File: src/rtl/riscv_pkg.sv
// Shared fetch-stage definitions: redirect kind encodings and pc_gen FSM states.
package riscv_pkg;

  localparam logic [1:0] REDIR_BR   = 2'b00;
  localparam logic [1:0] REDIR_JAL  = 2'b01;
  localparam logic [1:0] REDIR_JALR = 2'b10;

  typedef enum logic [1:0] {
    PCG_BOOT = 2'b00,
    PCG_RUN  = 2'b01,
    PCG_PEND = 2'b10
  } pcg_state_e;

  // Encoding 2'b11 is reserved and must never cause a redirect.
  function automatic logic redir_kind_valid(input logic [1:0] kind);
    return (kind == REDIR_BR) || (kind == REDIR_JAL) || (kind == REDIR_JALR);
  endfunction

endpackage

File: src/rtl/pc_target_calc.sv
// Combinational redirect target: base + imm (wrapping), jalr clears bit 0,
// plus a flag for targets that are not 4-byte aligned.
module pc_target_calc
  import riscv_pkg::*;
#(
  parameter int unsigned XLEN = 32
) (
  input  logic [1:0]      kind_i,
  input  logic [XLEN-1:0] base_i,
  input  logic [XLEN-1:0] imm_i,
  output logic [XLEN-1:0] target_o,
  output logic            misaligned_o
);

  logic [XLEN-1:0] sum;

  always_comb begin
    sum = base_i + imm_i;
    if (kind_i == REDIR_JALR) begin
      sum[0] = 1'b0;
    end
    target_o     = sum;
    misaligned_o = |sum[1:0];
  end

endmodule

File: src/rtl/pc_gen.sv
// Next-PC generator for fetch: valid/ready handshake, stall hold, prioritised
// trap/redirect with buffering under back-pressure. Optional macro: PC_MISALIGN_EN.
module pc_gen
  import riscv_pkg::*;
#(
  parameter int unsigned     XLEN     = 32,
  parameter logic [XLEN-1:0] RESET_PC = 32'h0000_0000,
  parameter logic [XLEN-1:0] TRAP_VEC = 32'h0000_0100,
  parameter int unsigned     ILEN     = 4
) (
  input  logic            clk,
  input  logic            rst,
  input  logic            stall_i,
  input  logic            trap_i,
  input  logic            redir_vld_i,
  input  logic [1:0]      redir_kind_i,
  input  logic [XLEN-1:0] redir_base_i,
  input  logic [XLEN-1:0] redir_imm_i,
  input  logic            pc_ready_i,
  output logic [XLEN-1:0] pc_o,
  output logic            pc_vld_o,
  output logic [XLEN-1:0] pc_plus_o,
  output logic            flush_o,
  output logic            misalign_o
);

`ifdef PC_MISALIGN_EN
  localparam logic MISALIGN_EN = 1'b1;
`else
  localparam logic MISALIGN_EN = 1'b0;
`endif

  pcg_state_e      state_q, state_d;
  logic [XLEN-1:0] pc_q, pc_d;
  logic [XLEN-1:0] pend_pc_q, pend_pc_d;
  logic            pc_vld_q, pc_vld_d;
  logic            flush_q, flush_d;
  logic            misalign_q, misalign_d;

  logic [XLEN-1:0] calc_target;
  logic            calc_misaligned;
  logic            redir_take;
  logic            take;
  logic            mis_hit;
  logic [XLEN-1:0] target;

  pc_target_calc #(.XLEN(XLEN)) u_target_calc (
    .kind_i       (redir_kind_i),
    .base_i       (redir_base_i),
    .imm_i        (redir_imm_i),
    .target_o     (calc_target),
    .misaligned_o (calc_misaligned)
  );

  always_comb begin
    state_d    = state_q;
    pc_d       = pc_q;
    pend_pc_d  = pend_pc_q;
    flush_d    = 1'b0;
    misalign_d = 1'b0;

    redir_take = redir_vld_i && redir_kind_valid(redir_kind_i);
    take       = trap_i || redir_take;
    // A trap outranks the redirect, so a misaligned redirect alongside it is moot.
    mis_hit    = MISALIGN_EN && !trap_i && redir_take && calc_misaligned;
    target     = (trap_i || mis_hit) ? TRAP_VEC : calc_target;

    case (state_q)
      PCG_BOOT: begin
        state_d = PCG_RUN;
      end
      PCG_RUN: begin
        if (take) begin
          flush_d    = 1'b1;
          misalign_d = mis_hit;
          if (pc_ready_i) begin
            pc_d = target;
          end else begin
            pend_pc_d = target;
            state_d   = PCG_PEND;
          end
        end else if (!stall_i && pc_ready_i) begin
          pc_d = pc_q + XLEN'(ILEN);
        end
      end
      PCG_PEND: begin
        // Newest redirect wins; pc_o stays put until fetch accepts it.
        if (take) begin
          flush_d    = 1'b1;
          misalign_d = mis_hit;
          if (pc_ready_i) begin
            pc_d    = target;
            state_d = PCG_RUN;
          end else begin
            pend_pc_d = target;
          end
        end else if (pc_ready_i) begin
          pc_d    = pend_pc_q;
          state_d = PCG_RUN;
        end
      end
      default: begin
        state_d = PCG_BOOT;
      end
    endcase

    pc_vld_d = (state_d != PCG_BOOT);
  end

  always_ff @(posedge clk) begin
    if (!rst) begin
      state_q    <= PCG_BOOT;
      pc_q       <= RESET_PC;
      pend_pc_q  <= '0;
      pc_vld_q   <= 1'b0;
      flush_q    <= 1'b0;
      misalign_q <= 1'b0;
    end else begin
      state_q    <= state_d;
      pc_q       <= pc_d;
      pend_pc_q  <= pend_pc_d;
      pc_vld_q   <= pc_vld_d;
      flush_q    <= flush_d;
      misalign_q <= misalign_d;
    end
  end

  assign pc_o       = pc_q;
  assign pc_vld_o   = pc_vld_q;
  assign pc_plus_o  = pc_q + XLEN'(ILEN);
  assign flush_o    = flush_q;
  assign misalign_o = misalign_q;

endmodule

File: config.mk
export PLATFORM = sky130hd
export DESIGN_NAME = pc_gen
export DESIGN_NICKNAME = d
export VERILOG_FILES = /design/src/rtl/riscv_pkg.sv /design/src/rtl/pc_target_calc.sv /design/src/rtl/pc_gen.sv
export SDC_FILE = /design/constraint.sdc
export NUM_CORES = 1
export LEC_CHECK = 0
export BUFFER_PORTS_ARGS = -buffer_cell sky130_fd_sc_hd__buf_2
export CORE_UTILIZATION = 35
export CTS_BUF_LIST = sky130_fd_sc_hd__clkbuf_4
export CTS_CLUSTER_SIZE = 24
export DETAILED_ROUTE_END_ITERATION = 8
export HOLD_SLACK_MARGIN = 0.15
export SLEW_MARGIN = 20
export SYNTH_ARGS = -nofsm -noshare
export SYNTH_HDL_FRONTEND = slang
export SYNTH_SLANG_ARGS = --single-unit
File: constraint.sdc
create_clock -name clk -period 2.5 [get_ports clk]
set_clock_uncertainty 0.2 [all_clocks]
set_input_delay 0.25 -clock clk [delete_from_list [all_inputs] [get_ports clk]]
set_output_delay 0.25 -clock clk [all_outputs]
set_load 0.005 [all_outputs]
==> reports/qor.txt <==
Root Driver = clkbuf_4
Pwr dens = 425 nW/um^2
Reg2reg end = pc_o[29]$_SDFFE_PN0P_
Setup ws final = 0.0725 ns
Clk slew on worst S/H paths = 0.12 ns
EDFF count, synth = 0
Starting Density = 36.3%
Crit end category = output pin
Setup crit start = pc_o[4]$_SDFFE_PN0P_
Non-filler instance count after layout = 1201
Vias in the first global route = 6048
Max IR drop VDD = 0.000220 V
Core Area = 15400 um^2
DIE AREA = 16500 um^2
CP required = 2.05 ns
Cell Area, Synth = 5580 um^2
Site Rows = 45
Status = completed
Final Max Slew Viols = 0
Worst-path fanout max = 5
Via-per-instance ratio = 5.37
Prevailing post-synth register cell = dfxtp_1
Remaining antenna violation count = 0
GRT overflow = 0
Antenna violations before repair = 0
RSZ-0062 raised after global routing = true
Filler cells = 1533
Final worst-path cycle share = 97.1%
Place WS = -0.437 ns
CTS tree = built
Routed len/inst = 15.9 um
Post-synth top cells = nor2_1 (81), dfxtp_1 (68), a21oi_1 (63), nand2_1 (56), o21ai_0 (45)
Seq cells post-synth = 68
Gpl congestion = 0.870
H-tree lvl count = 3
Vias = 6444
Critical Path AT = 1.98 ns
Period minus WS final = 2.43 ns
Initial DRC count = 430
Worst min path class = input port to flop
Top cells by area, synth = dfxtp_1 (24%), ha_1 (8.3%), a21oi_1 (5.6%)
WS Path Type = flop to output pin
Maximum clock path buffer count = 2
Clock latency on the worst-skew pair = 0.44 ns
Post-synthesis to final-layout area growth = 42.2%
Synth cell types = 81
Gr usage total = 23.4%
Worst r2r path cells = 10
Total iterations of the first detailed-routing run = 5
Count leader, synth = nor2_1
Gate Count Post-Synth = 716
# IOs = 139
End point of the critical path = pc_plus_o[19]
Post-Syn Nets = 826
# DRC = 0
Critical R2R Launch = state_q[1]$_SDFF_PN0_
Drt total wl = 19100 um
Worst rel slew slack = 40.5%
Worst-margin pin slew = 0.890 ns
Die X = 128 um
Leakage = 3.62 nW
CP Launch Type = flop
Hold depth = 5
First-pass GRT wire length = 30500 um
Synth top area share = 24.4%
Number of max-cap violations = 0
Post-synthesis area per instance = 7.80 um^2
Die Height = 128 um
Final HPWL DP = 14900 um
F_max = 412 MHz
Yosys warning count = 0
Layout cells sized above 1 = 38.3%
Register area share after synthesis = 24.4%
Placed insts = 1165
Share of flip-flops with an asynchronous set or reset = 0%
Number of diodes = 0
Internal reg-to-reg setup slack = 0.24 ns
Largest net degree at the start of global routing = 39
Clock sink count = 68
I/O Buffers = 137
Final Hold Viols = 0
Setup violators final = 0
Area leader, netlist = dfxtp_1
Number of CTS-inserted buffers = 9
Fin nets = 1095
[worst min path at each step]
| stage | from | to | slack, ns |
|---|---|---|---|
| finish | redir_base_i[30] | pend_pc_q[31]$_SDFFE_PN0P_ | 0.18 |
| CTS | redir_base_i[30] | pend_pc_q[31]$_SDFFE_PN0P_ | 0.15 |
| detailed placement | pend_pc_q[25]$_SDFFE_PN0P_ | pend_pc_q[25]$_SDFFE_PN0P_ | 0.23 |
| global route | redir_base_i[30] | pend_pc_q[31]$_SDFFE_PN0P_ | 0.20 |
| global placement | pend_pc_q[25]$_SDFFE_PN0P_ | pend_pc_q[25]$_SDFFE_PN0P_ | 0.22 |
| floorplan | rst | pc_o[22]$_SDFFE_PN0P_ | 0.19 |
[state kept, by name, indices dropped and copies added, names as in the netlist]
signal / cells
state_q: 2
pc_o: 32
pc_vld_o: 1
pend_pc_q: 32
flush_o: 1
[cells in the final DEF, fill, tap and decap left out, drive strengths merged, types with 7 or more instances in the layout]
cell,count
a21o,14
a21oi,65
a22o,18
a22oi,14
a31oi,12
and3,10
buf,286
clkbuf,11
dfxtp,68
dlygate4sd3,10
ha,37
inv,15
mux2i,14
nand2,56
nand2b,8
nand3,17
nand4,13
nor2,81
nor3,25
o211ai,7
o21ai,49
o21bai,8
xnor2,29
xor2,22
[metal layers]
layer / track usage, % / vias up / routed length [um]
met5: 0 / - / 0
met4: 7.13 / 0 / 380
met3: 3.55 / 30 / 1270
met2: 38.7 / 244 / 8700
met1: 31.1 / 2983 / 8730
li1: - / 3187 / -
[power by group]
part	internal [mW]	switching (mW)	leakage, nW
clock	0.424	0.418	0.0845
sequential	1.14	0.0469	0.562
combinational	0.638	0.712	2.98
[what timing repair did]
item / 4_1_cts / 5_1_grt
hold buffers: 10 / 0
pin swaps: 2 / 15
gates resized for setup: 22 / 36
hold endpoints to repair: 24 / 0
buffers inserted: 3 / 7
endpoints found under the setup margin: 17 / 28
[worst max-delay path, cell delays in order (launching register included)]
cell and delay (ns):
dfxtp_2 0.35, and4_4 0.28, and4_4 0.28, nand4_1 0.12, xnor2_1 0.34, buf_2 0.19
[stage by stage]
| step | hold WS (ns) | util (%) | setup TNS (ns) | total power, mW | area (um^2) |
|---|---|---|---|---|---|
| floorplan | 0.188 | - | -0.0680 | 1.91 | 5590 |
| global placement | 0.223 | 48.2 | -7.80 | 2.50 | 7420 |
| detailed placement | 0.229 | 48.2 | -9.06 | 2.50 | 7420 |
| CTS | 0.152 | 50.5 | 0 | 3.34 | 7770 |
| global route | 0.200 | 51.6 | -0.0215 | 3.55 | 7940 |
| finish | 0.176 | 51.6 | 0 | 3.37 | 7940 |
[layout make-up]
type / instances / area [um^2] / area share [%]
inverter: 15 / 56.3 / 0.709
sequential: 68 / 1400 / 17.6
tap: 211 / 264 / 3.33
multi-input combinational: 595 / 4150 / 52.3
clock inverter: 5 / 76.3 / 0.962
timing repair buffer: 296 / 1900 / 24.0
clock buffer: 11 / 82.6 / 1.04
[cell families (layout without fill, tap and decap cells)]
| group | count (synthesis) | count (layout) | synth area share, % |
|---|---|---|---|
| XOR/XNOR | 51 | 51 | 8.00 |
| AO/OA/AOI/OAI | 245 | 245 | 30.7 |
| adder cells (fa/ha/maj) | 38 | 38 | 8.65 |
| multiplexers | 17 | 17 | 3.12 |
| AND/OR/NAND/NOR | 243 | 243 | 21.0 |
| flip-flops | 68 | 68 | 24.4 |
| buffers and inverters | 53 | 327 | 4.01 |
| other | 1 | 1 | 0.0672 |
Power figures use the tool's default switching activity.
